File: src/rtl/fib_pkg.sv
// Shared definitions for the Fibonacci result path: default width, BCD blank code,
// converter state encoding and the decimal digit-count helper.
package fib_pkg;

    localparam int FIB_W = 32;
    localparam logic [3:0] BCD_BLANK = 4'hF;

    typedef enum logic [1:0] {
        IDLE  = 2'd0,
        SHIFT = 2'd1,
        DONE  = 2'd2
    } state_t;

    // ceil(w * log10(2)) using fixed-point log10(2) ~= 0.30103
    function automatic int bcd_digits(input int w);
        return (w * 30103 + 99999) / 100000;
    endfunction

endpackage

File: src/rtl/bcd_digit_adj.sv
// Double-dabble digit correction: adds 3 to a BCD digit that is 5 or more so the
// following left shift carries correctly into the next decimal digit.
module bcd_digit_adj (
    input  logic [3:0] d,
    output logic [3:0] q
);

    // add-3 correction; never overflows for legal digits 0..9
    always_comb begin
        q = d;
        if (d >= 4'd5) begin
            q = d + 4'd3;
        end else begin
            q = d;
        end
    end

endmodule

File: src/rtl/fib_bcd_conv.sv
// Iterative binary-to-BCD converter (one bit per clock) with valid/ready on both sides.
// Define FIB_BCD_LZB_EN to blank leading zero digits with the 4'hF code.
module fib_bcd_conv
    import fib_pkg::*;
#(
    parameter int W      = FIB_W,
    parameter int DIGITS = bcd_digits(FIB_W)
) (
    input  logic                         clk,
    input  logic                         rst,
    input  logic                         in_valid,
    output logic                         in_ready,
    input  logic [W-1:0]                 in_data,
    output logic                         out_valid,
    input  logic                         out_ready,
    output logic [4*DIGITS-1:0]          out_bcd,
    output logic [$clog2(DIGITS+1)-1:0]  out_ndigits
);

    localparam int CW = $clog2(W + 1);
    localparam int NW = $clog2(DIGITS + 1);

    if (DIGITS < bcd_digits(W)) begin : g_digits_chk
        $error("fib_bcd_conv: DIGITS too small for W");
    end

    state_t              state_r;
    state_t              state_s;
    logic [W-1:0]        bin_r;
    logic [4*DIGITS-1:0] bcd_r;
    logic [CW-1:0]       cnt_r;
    logic [4*DIGITS-1:0] adj_s;
    logic [4*DIGITS-1:0] shifted_s;
    logic [4*DIGITS-1:0] disp_s;
    logic [NW-1:0]       nd_s;
    logic                load_s;
    logic                step_s;
    logic                last_s;
    logic                in_ready_r;

    for (genvar i = 0; i < DIGITS; i++) begin : g_adj
        bcd_digit_adj u_adj (
            .d (bcd_r[4*i +: 4]),
            .q (adj_s[4*i +: 4])
        );
    end

    assign shifted_s = (adj_s << 1) | {{(4*DIGITS-1){1'b0}}, bin_r[W-1]};
    assign in_ready  = in_ready_r;

    // significant digit count of the value produced by the current iteration
    always_comb begin
        nd_s = NW'(1);
        for (int i = 1; i < DIGITS; i++) begin
            if (shifted_s[4*i +: 4] != 4'd0) begin
                nd_s = NW'(i + 1);
            end else begin
                nd_s = nd_s;
            end
        end
    end

    // display formatting of the finished value
    always_comb begin
        disp_s = shifted_s;
`ifdef FIB_BCD_LZB_EN
        for (int i = 0; i < DIGITS; i++) begin
            if (NW'(i) >= nd_s) begin
                disp_s[4*i +: 4] = BCD_BLANK;
            end else begin
                disp_s[4*i +: 4] = shifted_s[4*i +: 4];
            end
        end
`endif
    end

    // next-state and datapath strobes
    always_comb begin
        state_s = state_r;
        load_s  = 1'b0;
        step_s  = 1'b0;
        last_s  = 1'b0;
        case (state_r)
            IDLE: begin
                if (in_valid) begin
                    load_s  = 1'b1;
                    state_s = SHIFT;
                end else begin
                    state_s = IDLE;
                end
            end
            SHIFT: begin
                step_s = 1'b1;
                if (cnt_r == CW'(1)) begin
                    last_s  = 1'b1;
                    state_s = DONE;
                end else begin
                    state_s = SHIFT;
                end
            end
            DONE: begin
                if (out_ready) begin
                    state_s = IDLE;
                end else begin
                    state_s = DONE;
                end
            end
            default: begin
                state_s = IDLE;
            end
        endcase
    end

    // state register and registered in_ready
    always_ff @(posedge clk or posedge rst) begin
        if (rst) begin
            state_r    <= IDLE;
            in_ready_r <= 1'b1;
        end else begin
            state_r    <= state_s;
            in_ready_r <= (state_s == IDLE);
        end
    end

    // shift register, BCD accumulator and iteration counter
    always_ff @(posedge clk or posedge rst) begin
        if (rst) begin
            bin_r <= '0;
            bcd_r <= '0;
            cnt_r <= '0;
        end else if (load_s) begin
            bin_r <= in_data;
            bcd_r <= '0;
            cnt_r <= CW'(W);
        end else if (step_s) begin
            bin_r <= bin_r << 1;
            bcd_r <= shifted_s;
            cnt_r <= cnt_r - CW'(1);
        end else begin
            bin_r <= bin_r;
            bcd_r <= bcd_r;
            cnt_r <= cnt_r;
        end
    end

    // result registers; out_bcd keeps its value after the output handshake
    always_ff @(posedge clk or posedge rst) begin
        if (rst) begin
            out_valid   <= 1'b0;
            out_bcd     <= '0;
            out_ndigits <= '0;
        end else if (last_s) begin
            out_valid   <= 1'b1;
            out_bcd     <= disp_s;
            out_ndigits <= nd_s;
        end else if (state_r == DONE && out_ready) begin
            out_valid   <= 1'b0;
        end else begin
            out_valid   <= out_valid;
        end
    end

endmodule

File: config.mk
export PLATFORM = sky130hd
export DESIGN_NAME = fib_bcd_conv
export DESIGN_NICKNAME = d
export VERILOG_FILES = /design/src/rtl/fib_pkg.sv /design/src/rtl/bcd_digit_adj.sv /design/src/rtl/fib_bcd_conv.sv
export SDC_FILE = /design/constraint.sdc
export NUM_CORES = 1
export LEC_CHECK = 0
export ABC_AREA = 1
export CAP_MARGIN = 40
export CORE_ASPECT_RATIO = 0.7
export CORE_MARGIN = 2
export CORE_UTILIZATION = 40
export CTS_CLUSTER_DIAMETER = 80
export DETAILED_ROUTE_END_ITERATION = 12
export GPL_TIMING_DRIVEN = 0
export HOLD_SLACK_MARGIN = 0.12
export PLACE_DENSITY = 0.63
export SLEW_MARGIN = 25
export SYNTH_ARGS = -nofsm -noshare
export SYNTH_HDL_FRONTEND = slang
export SYNTH_SLANG_ARGS = --single-unit
File: constraint.sdc
create_clock -name clk -period 8.9 [get_ports clk]
set_input_delay 1.78 -clock clk [delete_from_list [all_inputs] [get_ports clk]]
set_output_delay 1.78 -clock clk [all_outputs]
set_load 0.01 [all_outputs]
Yosys cells after proc, flatten, opt, wreduce, memory -nomap -nowiden
Index checks and enable logic that the tools add are counted.

cells by class
  mux-type cells = 36
  eq/ne operators = 3
  reduce and logical (&&, ||, !) cells = 14
  bitwise operators = 1
  add/sub/neg operators = 11
  $lt $le $gt $ge = 10

operators with widths
  cell                                                                                 number
  40-bit 2-to-1 mux                                                                    2
  32-bit 2-to-1 mux                                                                    2
  4-bit 2-to-1 mux                                                                     15
  4-bit by 3-bit greater-or-equal comparator with 1-bit output, second input constant  10
  40-bit by 1-bit OR with 40-bit output                                                1
  4-bit by 2-bit adder with 4-bit output, second input constant                        9
  4-bit nonzero test                                                                   9
  6-bit 2-to-1 mux                                                                     2
  1-bit 2-to-1 mux                                                                     8
  2-bit 2-to-1 mux                                                                     4
  6-bit by 1-bit equality test with 1-bit output, second input constant                1
  3-bit 2-to-1 mux                                                                     2
  2-bit one-hot mux with 3 select lines                                                1
  6-bit by 1-bit subtractor with 6-bit output, second input constant                   1
  2-bit logical NOT                                                                    2
  2-bit nonzero test                                                                   2
  3-bit by 2-bit adder with 3-bit output, second input constant                        1
  2-bit by 1-bit equality test with 1-bit output, second input constant                1
  2-bit equality test, second input constant                                           1
  1-bit logical AND                                                                    1

storage, ports and cells
  output and inout port bits = 46
  register bits = 126
  logic and storage cells = 83
  bits of input ports = 36

Logic depth before layout (Yosys ltp)
Gate-level depths: netlist of the first run.

  depth after elaboration = 13
  gate-level depth with buffers = 18
  depth with buffers taken out = 18

By module
Synthesis of the first run repeated with hierarchy kept, for this count alone.

second synthesis, totals
  cells, all modules = 793
  area total of the unflattened synthesis = 6,461.2 sq um

by module, submodules not included
  module         seq. area each (sq um)  area an instance (sq um)  cells each  instances
  fib_bcd_conv   3,154.3                 5,109.9                   563         1
  bcd_digit_adj  0.0                     135.1                     23          10

Worst setup path before layout of the first run
Ideal clock, no wire load.

  kind = in2reg
  start = input port in_valid
  end = register bcd_r[36]
  setup time = 0.141 ns
  stages = 6
  path buffers = 1
  arrival = 2.494 ns
  path slack = 6.266 ns
  required time = 8.759 ns
  path through = nand3_1 > inv_2 > nor2_2 > inv_2 > clkbuf_1 > o22ai_1

between the ends
  longest elaborated chain between the ends = 3
  elaborated cells on any way between the ends = 4
  those cells by class = mux (3); reduce/logical (1)

ends and longest elaborated chain
  element                                                  line                 RTL
  from (decl)                                              fib_bcd_conv.sv:11   input logic in_valid,
  1-bit 2-to-1 mux *                                       fib_bcd_conv.sv:85   if (in_valid) begin
  1-bit 2-to-1 mux *                                       fib_bcd_conv.sv:83   case (state_r)
  40-bit 2-to-1 mux or 2-bit nonzero test (tied branches)  -
  to (signal assigned)                                     fib_bcd_conv.sv:137  bcd_r <= shifted_s;
  to (signal assigned)                                     fib_bcd_conv.sv:141  bcd_r <= bcd_r;
  to (decl)                                                fib_bcd_conv.sv:30   logic [4*DIGITS-1:0] bcd_r;

Mark *: on every way between the ends. The rest lies on a longest branch, timed or not.
A chain may end at the register's enable or synchronous reset.

Final worst setup path of the first run
  start = register in_ready_r, in the netlist in_ready
  end = output port in_ready

RTL lines
  element                 line                 RTL
  from (decl)             fib_bcd_conv.sv:39   logic in_ready_r;
  from (signal assigned)  fib_bcd_conv.sv:121  in_ready_r <= (state_s == IDLE);
  to (decl)               fib_bcd_conv.sv:12   output logic in_ready,

No word-level cell between the ends.

==> results of run 1 <==
==> per-layer routing <==
metal	vias up	share of wire	global-route usage
met5	-	0	0
met4	0	0.023	0.0795
met3	28	0.040	0.0433
met2	98	0.45	0.299
met1	2421	0.48	0.279
li1	2449	-	-
==> power groups by stage <==
stage	logic [mW]	registers [mW]	clock network, mW
6_report	1.43	0.988	0.689
5_1_grt	1.63	1.02	0.725
4_1_cts	1.44	0.989	0.697
3_5_place_dp	1.43	0.994	0
3_3_place_gp	1.37	0.987	0
2_1_floorplan	0.923	1.00	0
==> flip-flops by register name, summed over array words and instances (netlist names) <==
signal	flops
out_ndigits	4
bin_r	32
state_r	2
bcd_r	40
in_ready	1
out_bcd	40
out_valid	1
cnt_r	6
==> synth_stat cells, types with 2 or more instances <==
| cell type | instances |
|---|---|
| nand2_1 | 174 |
| dfrtp_1 | 125 |
| inv_1 | 98 |
| o21ai_0 | 68 |
| o22ai_1 | 33 |
| o221ai_1 | 31 |
| nor2_1 | 27 |
| ha_1 | 22 |
| nand3_1 | 16 |
| clkbuf_1 | 14 |
| a21oi_1 | 11 |
| buf_2 | 11 |
| xor2_1 | 10 |
| nand4_1 | 7 |
| inv_2 | 5 |
| o21ai_1 | 5 |
| nor3_1 | 4 |
| nor2_2 | 3 |
| or2_2 | 3 |
| and2_1 | 2 |
| nor2_8 | 2 |
==> final cells by class <==
type | count | share of cell area
Sequential cell | 126 | 0.413
Multi-Input combinational cell | 425 | 0.303
Inverter | 104 | 0.0524
Clock buffer | 17 | 0.0556
Timing Repair Buffer | 82 | 0.110
Tap cell | 195 | 0.0319
Buffer | 25 | 0.0141
Clock inverter | 15 | 0.0211
==> how the worst min path moves through the flow <==
stage | start | endpoint | slack (ns) | cells past startpoint
after floorplan | cnt_r[5] | cnt_r[5] | 0.46 | 1
after global placement | out_bcd[7] | out_bcd[7] | 0.46 | 2
after detailed placement | out_ndigits[0] | out_ndigits[0] | 0.47 | 2
after CTS | out_ndigits[0] | out_ndigits[0] | 0.49 | 2
after global routing | out_bcd[2] | out_bcd[2] | 0.50 | 2
final | out_ndigits[0] | out_ndigits[0] | 0.48 | 2
==> logic make-up after synthesis <==
| family | after synthesis | synth area share |
|---|---|---|
| and+or+nand+nor | 241 | 0.170 |
| AOI/OAI and AO/OA | 150 | 0.153 |
| buffers and inverters | 129 | 0.0839 |
| DFF | 126 | 0.529 |
| adders and majority gates | 22 | 0.0461 |
| xor gates and xnor gates | 11 | 0.0161 |
| muxes | 1 | 0.00168 |
==> per-stage QoR <==
| stage | std cells | utilization | hold slack [ns] |
|---|---|---|---|
| 5_1_grt | 989 | 0.523 | 0.503 |
| 4_1_cts | 989 | 0.523 | 0.486 |
| 6_report | 989 | 0.523 | 0.480 |
| 3_5_place_dp | 957 | 0.482 | 0.468 |
| 3_3_place_gp | 956 | 0.480 | 0.461 |
| 2_1_floorplan | 680 | - | 0.458 |
==> flow_summary.yaml, run 1 <==
die:
  die_h_microns: 106
  start_util: 0.408
  ios: 82
  die_w_microns: 150
  dieArea_sq_mm: 0.0159
  row_count: 37
  coreArea_sq_mm: 0.0146
synth:
  yosysSeqAreaShare: 0.529
  postSynthCellCount: 680
  yosysTopAreaCellShare: 0.524
  netlist.top_cell.by_area: "dfrtp_1"
  syn_area_per_cell_sq_um: 8.78
  synthFlopType: "dfrtp_1"
  synth_edf_count: 0
  yosys_warnings: 0
  synthTopCellsByArea: "dfrtp_1 52%, nand2_1 11%, inv_1 6.2%, o21ai_0 5.7%, ha_1 4.6%"
  synth.distinct_cells: 30
  syn_nets: 738
  netlist_area_sq_mm: 0.00597
  synth-seq-cells: 126
  synthArstFlopShare: 1.00
clock_tree:
  root_buffer: "clkbuf_16"
  cts.sinks: 126
  post_cts_resized: 0
  cts_tree: "yes"
  hold_buffers: 0
  postCtsSetupRepairBufs: 0
  clk_pin_slew_ns: 0.06
  clock_latency_ns: 0.42
  clock_path_buffers: 2
  cts_buffers: 17
  h-tree-depth: 4
place:
  pre_cts_ws_ns: 5.29
  dpl.hpwl_mm: 10.6
  placed_area_sq_mm: 0.00706
  portBuffers: 81
  gp_congestion: 0.833
setup_path:
  cp_top_family: "flip-flops"
  path_buf_inv: 1
  required_ns: 7.12
  slowest_stage: "dfstp_2"
  worstPathCellList: "clkdlybuf4s50_1"
  critPathArrivalTime_ns: 1.45
  crit_path_end: "in_ready"
  path_class: "register to output pin"
  r2r_end: "out_ndigits[1]"
  cp_max_fo: 1
  endpoint_kind: "output pin"
  reg2reg_from: "bcd_r[20]"
  cp_num_cells: 1
  ff2ff_setup_slack_ns: 6.66
  r2r_cells: 11
  cp_slowest_stage_delay_ns: 0.52
  worst_setup_path_start_kind: "register"
  startpoint: "in_ready"
timing:
  final-hold-violation-count: 0
  maxSlewHeadroom: 0.551
  layout_setup_ws_ns: 5.67
  period_share: 0.363
  rsz0062_at_grt: "false"
  clock_skew_ns: 0.00989
  maxSlewViolCount: 0
  finalCriticalPeriod_ns: 3.23
  tightestPinTransition_ns: 0.673
  fmax_mhz: 309
  setup-violations-final: 0
  finalSetupTns_ns: 0
power_and_ir_drop:
  pwr_density_cell_mw_per_mm2: 407
  intPower_mw: 1.82
  total_leakage_power_nw: 3.60
  max-vdd-ir-drop_uv: 185
  swShare: 0.416
  p_switching_mw: 1.29
  seqPwrFrac: 0.318
  p_comb_frac: 0.461
  clock_power_share: 0.221
  total_power_mw: 3.11
route:
  wl_per_cell_microns: 14.8
  drt_first_pass_iters: 5
  drcViolationCount: 0
  route.vias.total: 4996
  vias_per_cell: 5.05
  drt_iter0_markers: 271
  totalWireLength_mm: 14.7
  drtAntennaViolNets: 0
layout:
  fillers: 1322
  final_cell_mix: "174 x nand2_1, 125 x dfrtp_1, 97 x inv_1"
  antenna_cells: 0
  stdcell_area_sq_mm: 0.00764
  seq_area_sq_mm: 0.00315
  multi_input_area_sq_mm: 0.00231
  nets: 839
  layout-drive-gt1-share: 0.0793
  layout_commonest_cell: "nand2_1"
  syn2layout_area_growth_pct: 28.1
job:
  maxCapViolCount: 0
global_routing:
  grtUsageTotal: 0.198
  grt.overflow.total: 0
  antenna_found_initial: 0
  grt_max_degree: 74
  grt_pass1_wl_mm: 24.8
  grt_pass1_vias: 5205
outcome:
  outcome: "complete, no violations"
min_path:
  holdCritPathClass: "register to register"
(Power assumes the default switching activity.)
==> inputs of run 2 (changes only) <==
Settings changed: PLACE_DENSITY 0.63 to 0.66.
Clock period 8.9 ns to 2.7 ns, I/O delays scaled along.
==> run 2 against run 1 <==
  * Register-to-register slack got worse by 6.3 ns
  * Die area unchanged
  * Flip-flop and latch count unchanged
  * Hold slack got worse by 0.012 ns
  * Non-clock buffer count increased by 3
  * Global-route usage increased by 0.76 points
  * Clock power increased to 3.8 times the previous value
  * Critical path type is now register to register
  * Critical endpoint is now out_ndigits[1]
==> flow_summary.yaml, run 2 (synthesis gave the netlist of run 1 again) <==
timing:
  rsz0062_at_grt: "false"
  finalCriticalPeriod_ns: 2.30
  fmax_mhz: 435
  period_share: 0.852
  clock_skew_ns: 0.00507
  final-hold-violation-count: 0
  maxSlewViolCount: 0
  tightestPinTransition_ns: 0.715
  setup-violations-final: 0
  maxSlewHeadroom: 0.522
  whs_ns: 0.468
route:
  drt_iter0_markers: 304
  drt_first_pass_iters: 5
  vias_per_cell: 5.23
  drcViolationCount: 0
  drtAntennaViolNets: 0
  wl_per_cell_microns: 15.7
  totalWireLength_mm: 15.5
  route.vias.total: 5181
clock_tree:
  cts_buffers: 17
  clock_latency_ns: 0.41
  root_buffer: "clkbuf_16"
  clock_path_buffers: 2
  clk_pin_slew_ns: 0.06
  postCtsSetupRepairBufs: 0
  post_cts_resized: 0
  cts.sinks: 126
  h-tree-depth: 4
  cts_tree: "yes"
  hold_buffers: 0
setup_path:
  required_ns: 3.00
  path_class: "register to register"
  endpoint_kind: "register"
  cpMostUsedCell: "nand2_1"
  cp_max_fo: 4
  worst_setup_path_start_kind: "register"
  worstPathCellList: "inv_1 > ha_1 > inv_1 > o21ai_1 > nand2_1 > o21ai_0 > nand4_1 > nor3_1 > nand2_1 > nand2_1 > a21oi_1"
  ff2ff_setup_slack_ns: 0.40
  critPathArrivalTime_ns: 2.60
  cp_slowest_stage_delay_ns: 0.43
  slowest_stage: "o21ai_0"
die:
  start_util: 0.408
  dieArea_sq_mm: 0.0159
  die_w_microns: 150
  ios: 82
  die_h_microns: 106
  coreArea_sq_mm: 0.0146
  row_count: 37
global_routing:
  antenna_found_initial: 0
  grt_pass1_vias: 5344
  grt_max_degree: 32
  grt_pass1_wl_mm: 25.6
  grt.overflow.total: 0
  grtUsageTotal: 0.206
layout:
  reg_top3: "bcd_r: 40 flops, out_bcd: 40 flops, bin_r: 32 flops"
  final_cell_mix: "174 x nand2_1, 125 x dfrtp_1, 97 x inv_1"
  antenna_cells: 0
  syn2layout_area_growth_pct: 30.4
  layout-drive-gt1-share: 0.0817
  nets: 842
  finish.utilization: 0.532
  layout_commonest_cell: "nand2_1"
power_and_ir_drop:
  pwr_density_cell_mw_per_mm2: 1380
  total_leakage_power_nw: 3.67
  max-vdd-ir-drop_uv: 578
place:
  dpl.hpwl_mm: 11.1
  portBuffers: 81
  gp_congestion: 0.883
outcome:
  outcome: "complete, no violations"
job:
  maxCapViolCount: 0
min_path:
  holdCritPathClass: "register to register"
==> run 2: cell type report <==
class                      count  area (sq um)
buffer                        25           108
clock buffer                  17           425
clock inverter                14           241
fill                        1315          6850
inverter                     104           397
multi-input combinational    425          2310
sequential                   126          3150
tap                          195           244
timing repair buffer          85           898
==> run 2: worst paths after layout <==
kind | start | endpoint | cells past startpoint
worst max register to register | bcd_r[20] | out_ndigits[1] | 11
min in group asynchronous | rst | bin_r[4] | 2
worst min register to register | out_bcd[7] | out_bcd[7] | 2
max in group asynchronous | rst | out_bcd[35] | 5
worst max-delay path | bcd_r[20] | out_ndigits[1] | 11
worst min-delay path | out_bcd[7] | out_bcd[7] | 2
==> run 2: worst max-delay path: cells and delay by family, from the launching register on <==
family / cells / cell delay (ns)
fa+ha+maj: 1 / 0.19
compound gates: 3 / 0.63
flops: 1 / 0.38
simple gates: 5 / 0.79
buf+inv: 2 / 0.20
==> run 2: metrics by stage <==
stage                     instance area [sq um]  worst slack (ns)  setup TNS (ns)  total power, mW  cells
after global routing                       7780             0.245               0             11.5    991
after floorplan                            5970             0.608               0             6.34    680
after detailed placement                   7110             0.322               0             8.03    960
final                                      7780             0.400               0             10.7    991
after global placement                     7030            -0.557          -67.93             7.72    956
after CTS                                  7780             0.449               0             10.7    991
==> run 2: power by group <==
| part | switching (mW) | total (mW) | internal [mW] |
|---|---|---|---|
| registers | 0.492 | 3.28 | 2.78 |
| clock network | 0.865 | 2.59 | 1.73 |
| logic | 2.99 | 4.84 | 1.85 |
| total | 4.35 | 10.7 | 6.36 |
==> run 2: metal layers <==
metal  track usage  part of all wire  vias up
met5             0                 0        -
met4        0.0741             0.018        0
li1              -                 -     2454
met1         0.275              0.46     2545
met3        0.0515             0.053       33
met2         0.326              0.47      149
==> inputs of run 3 (changes only) <==
Settings changed: PLACE_DENSITY 0.66 to not set, SKIP_LAST_GASP set to 1.
Clock period 2.7 ns to 2.29 ns, I/O delays scaled along.
==> run 3 against run 2 <==
  * Cell count increased by 0.10%
  * Register-to-register slack got worse by 0.23 ns
  * Routed wire length decreased by 4.1%
  * Largest power group unchanged
  * First-iteration DRC count increased by 2.6%
==> flow_summary.yaml, run 3 (synthesis gave the netlist of run 1 again) <==
die:
  start_util: 0.408
  ios: 82
  dieArea_sq_mm: 0.0159
  coreArea_sq_mm: 0.0146
  row_count: 37
  die_h_microns: 106
  die_w_microns: 150
outcome:
  outcome: "complete, no violations"
timing:
  rsz0062_at_grt: "true"
  finalSetupTns_ns: 0
  maxSlewViolCount: 0
  tightestPinTransition_ns: 0.653
  setup-violations-final: 0
  maxSlewHeadroom: 0.564
  final-hold-violation-count: 0
  period_share: 0.927
  finalCriticalPeriod_ns: 2.12
  fmax_mhz: 471
  clock_skew_ns: 0.00879
layout:
  layout-drive-gt1-share: 0.0841
  syn2layout_area_growth_pct: 29.6
  fillers: 1332
  antenna_cells: 0
  reg_top3: "bcd_r: 40 flops, out_bcd: 40 flops, bin_r: 32 flops"
  layout_commonest_cell: "nand2_1"
  nets: 842
  finish.utilization: 0.529
  layout.cells.non_filler: 992
  final_cell_mix: "174 x nand2_1, 125 x dfrtp_1, 97 x inv_1"
setup_path:
  critPathArrivalTime_ns: 2.46
  startpoint: "bcd_r[16]"
  endpoint_kind: "register"
  worst_setup_path_start_kind: "register"
  required_ns: 2.63
  reg2reg_from: "bcd_r[16]"
  cp_max_fo: 4
  path_class: "register to register"
place:
  portBuffers: 81
  post-place-cells: 960
  gp_congestion: 0.819
  dpl.hpwl_mm: 10.8
global_routing:
  grt_max_degree: 33
  grt.overflow.total: 0
  grtUsageTotal: 0.199
  antenna_found_initial: 0
  grt_pass1_vias: 5091
  grt_pass1_wl_mm: 24.8
clock_tree:
  clock_latency_ns: 0.42
  post_cts_resized: 0
  h-tree-depth: 4
  cts.sinks: 126
  cts_tree: "yes"
  cts_buffers: 17
  root_buffer: "clkbuf_16"
  clock_path_buffers: 2
  postCtsSetupRepairBufs: 0
  hold_buffers: 0
  clk_pin_slew_ns: 0.06
route:
  drt_iter0_markers: 312
  wl_per_cell_microns: 15.0
  vias_per_cell: 5.11
  drcViolationCount: 0
  route.vias.total: 5069
  totalWireLength_mm: 14.9
  drt_first_pass_iters: 6
  drtAntennaViolNets: 0
power_and_ir_drop:
  total_leakage_power_nw: 3.64
  max-vdd-ir-drop_uv: 780
  pwr_density_cell_mw_per_mm2: 1580
min_path:
  holdCritPathClass: "input pin to asynchronous set/reset pin"
job:
  maxCapViolCount: 0
run 3: worst paths after layout:
kind | to | slack (ns) | cells after the start
max | out_ndigits[1] | 0.17 | 13
min | out_bcd[20] | 0.38 | 2
max reg2reg | out_ndigits[1] | 0.17 | 13
min reg2reg | out_bcd[14] | 0.48 | 2
max in group asynchronous | in_ready | 1.16 | 4
min in group clk | out_bcd[14] | 0.48 | 2
run 3: layout make-up:
type	instances	area [sq um]	area share
tap	195	244	0.0315
buffer	25	108	0.0139
inverter	104	397	0.0513
clock buffer	18	439	0.0568
clock inverter	14	166	0.0215
multi-input combinational	425	2330	0.301
timing repair buffer	85	898	0.116
sequential	126	3150	0.408
run 3: power by group:
part | internal (mW) | leakage (nW) | total (mW) | switching (mW)
logic | 2.18 | 1.77 | 5.64 | 3.45
registers | 3.28 | 1.58 | 3.85 | 0.568
clock network | 1.74 | 0.288 | 2.77 | 1.03
total | 7.20 | 3.64 | 12.3 | 5.05
run 3: per-stage QoR:
| step | instance area [sq um] | setup slack (ns) | total power, mW | hold slack [ns] |
|---|---|---|---|---|
| finish | 7730 | 0.167 | 12.3 | 0.383 |
| CTS | 7720 | 0.0218 | 12.2 | 0.384 |
| detailed placement | 7110 | 0.0103 | 9.41 | 0.465 |
| floorplan | 5970 | 0.280 | 7.48 | 0.458 |
| global placement | 7030 | -0.913 | 9.17 | 0.460 |
| global route | 7730 | -0.0133 | 13.2 | 0.414 |
run 3: routing by layer:
layer | GRT usage | part of all wire | vias to the layer above
li1 | - | - | 2461
met1 | 0.283 | 0.49 | 2493
met2 | 0.303 | 0.46 | 95
met3 | 0.0408 | 0.037 | 20
met4 | 0.0728 | 0.017 | 0
met5 | 0 | 0 | -
run 3: critical path, stage by stage (launching register included):
cell     delay (ns)
dfrtp_1        0.42
inv_1          0.11
ha_1           0.19
nor2_1         0.06
nor2_2         0.14
inv_1          0.08
o21ai_1        0.23
nand2_1        0.08
nor2_1         0.19
and2_1         0.19
nand2_1        0.06
nand2_1        0.10
nand2_1        0.07
a21oi_1        0.13
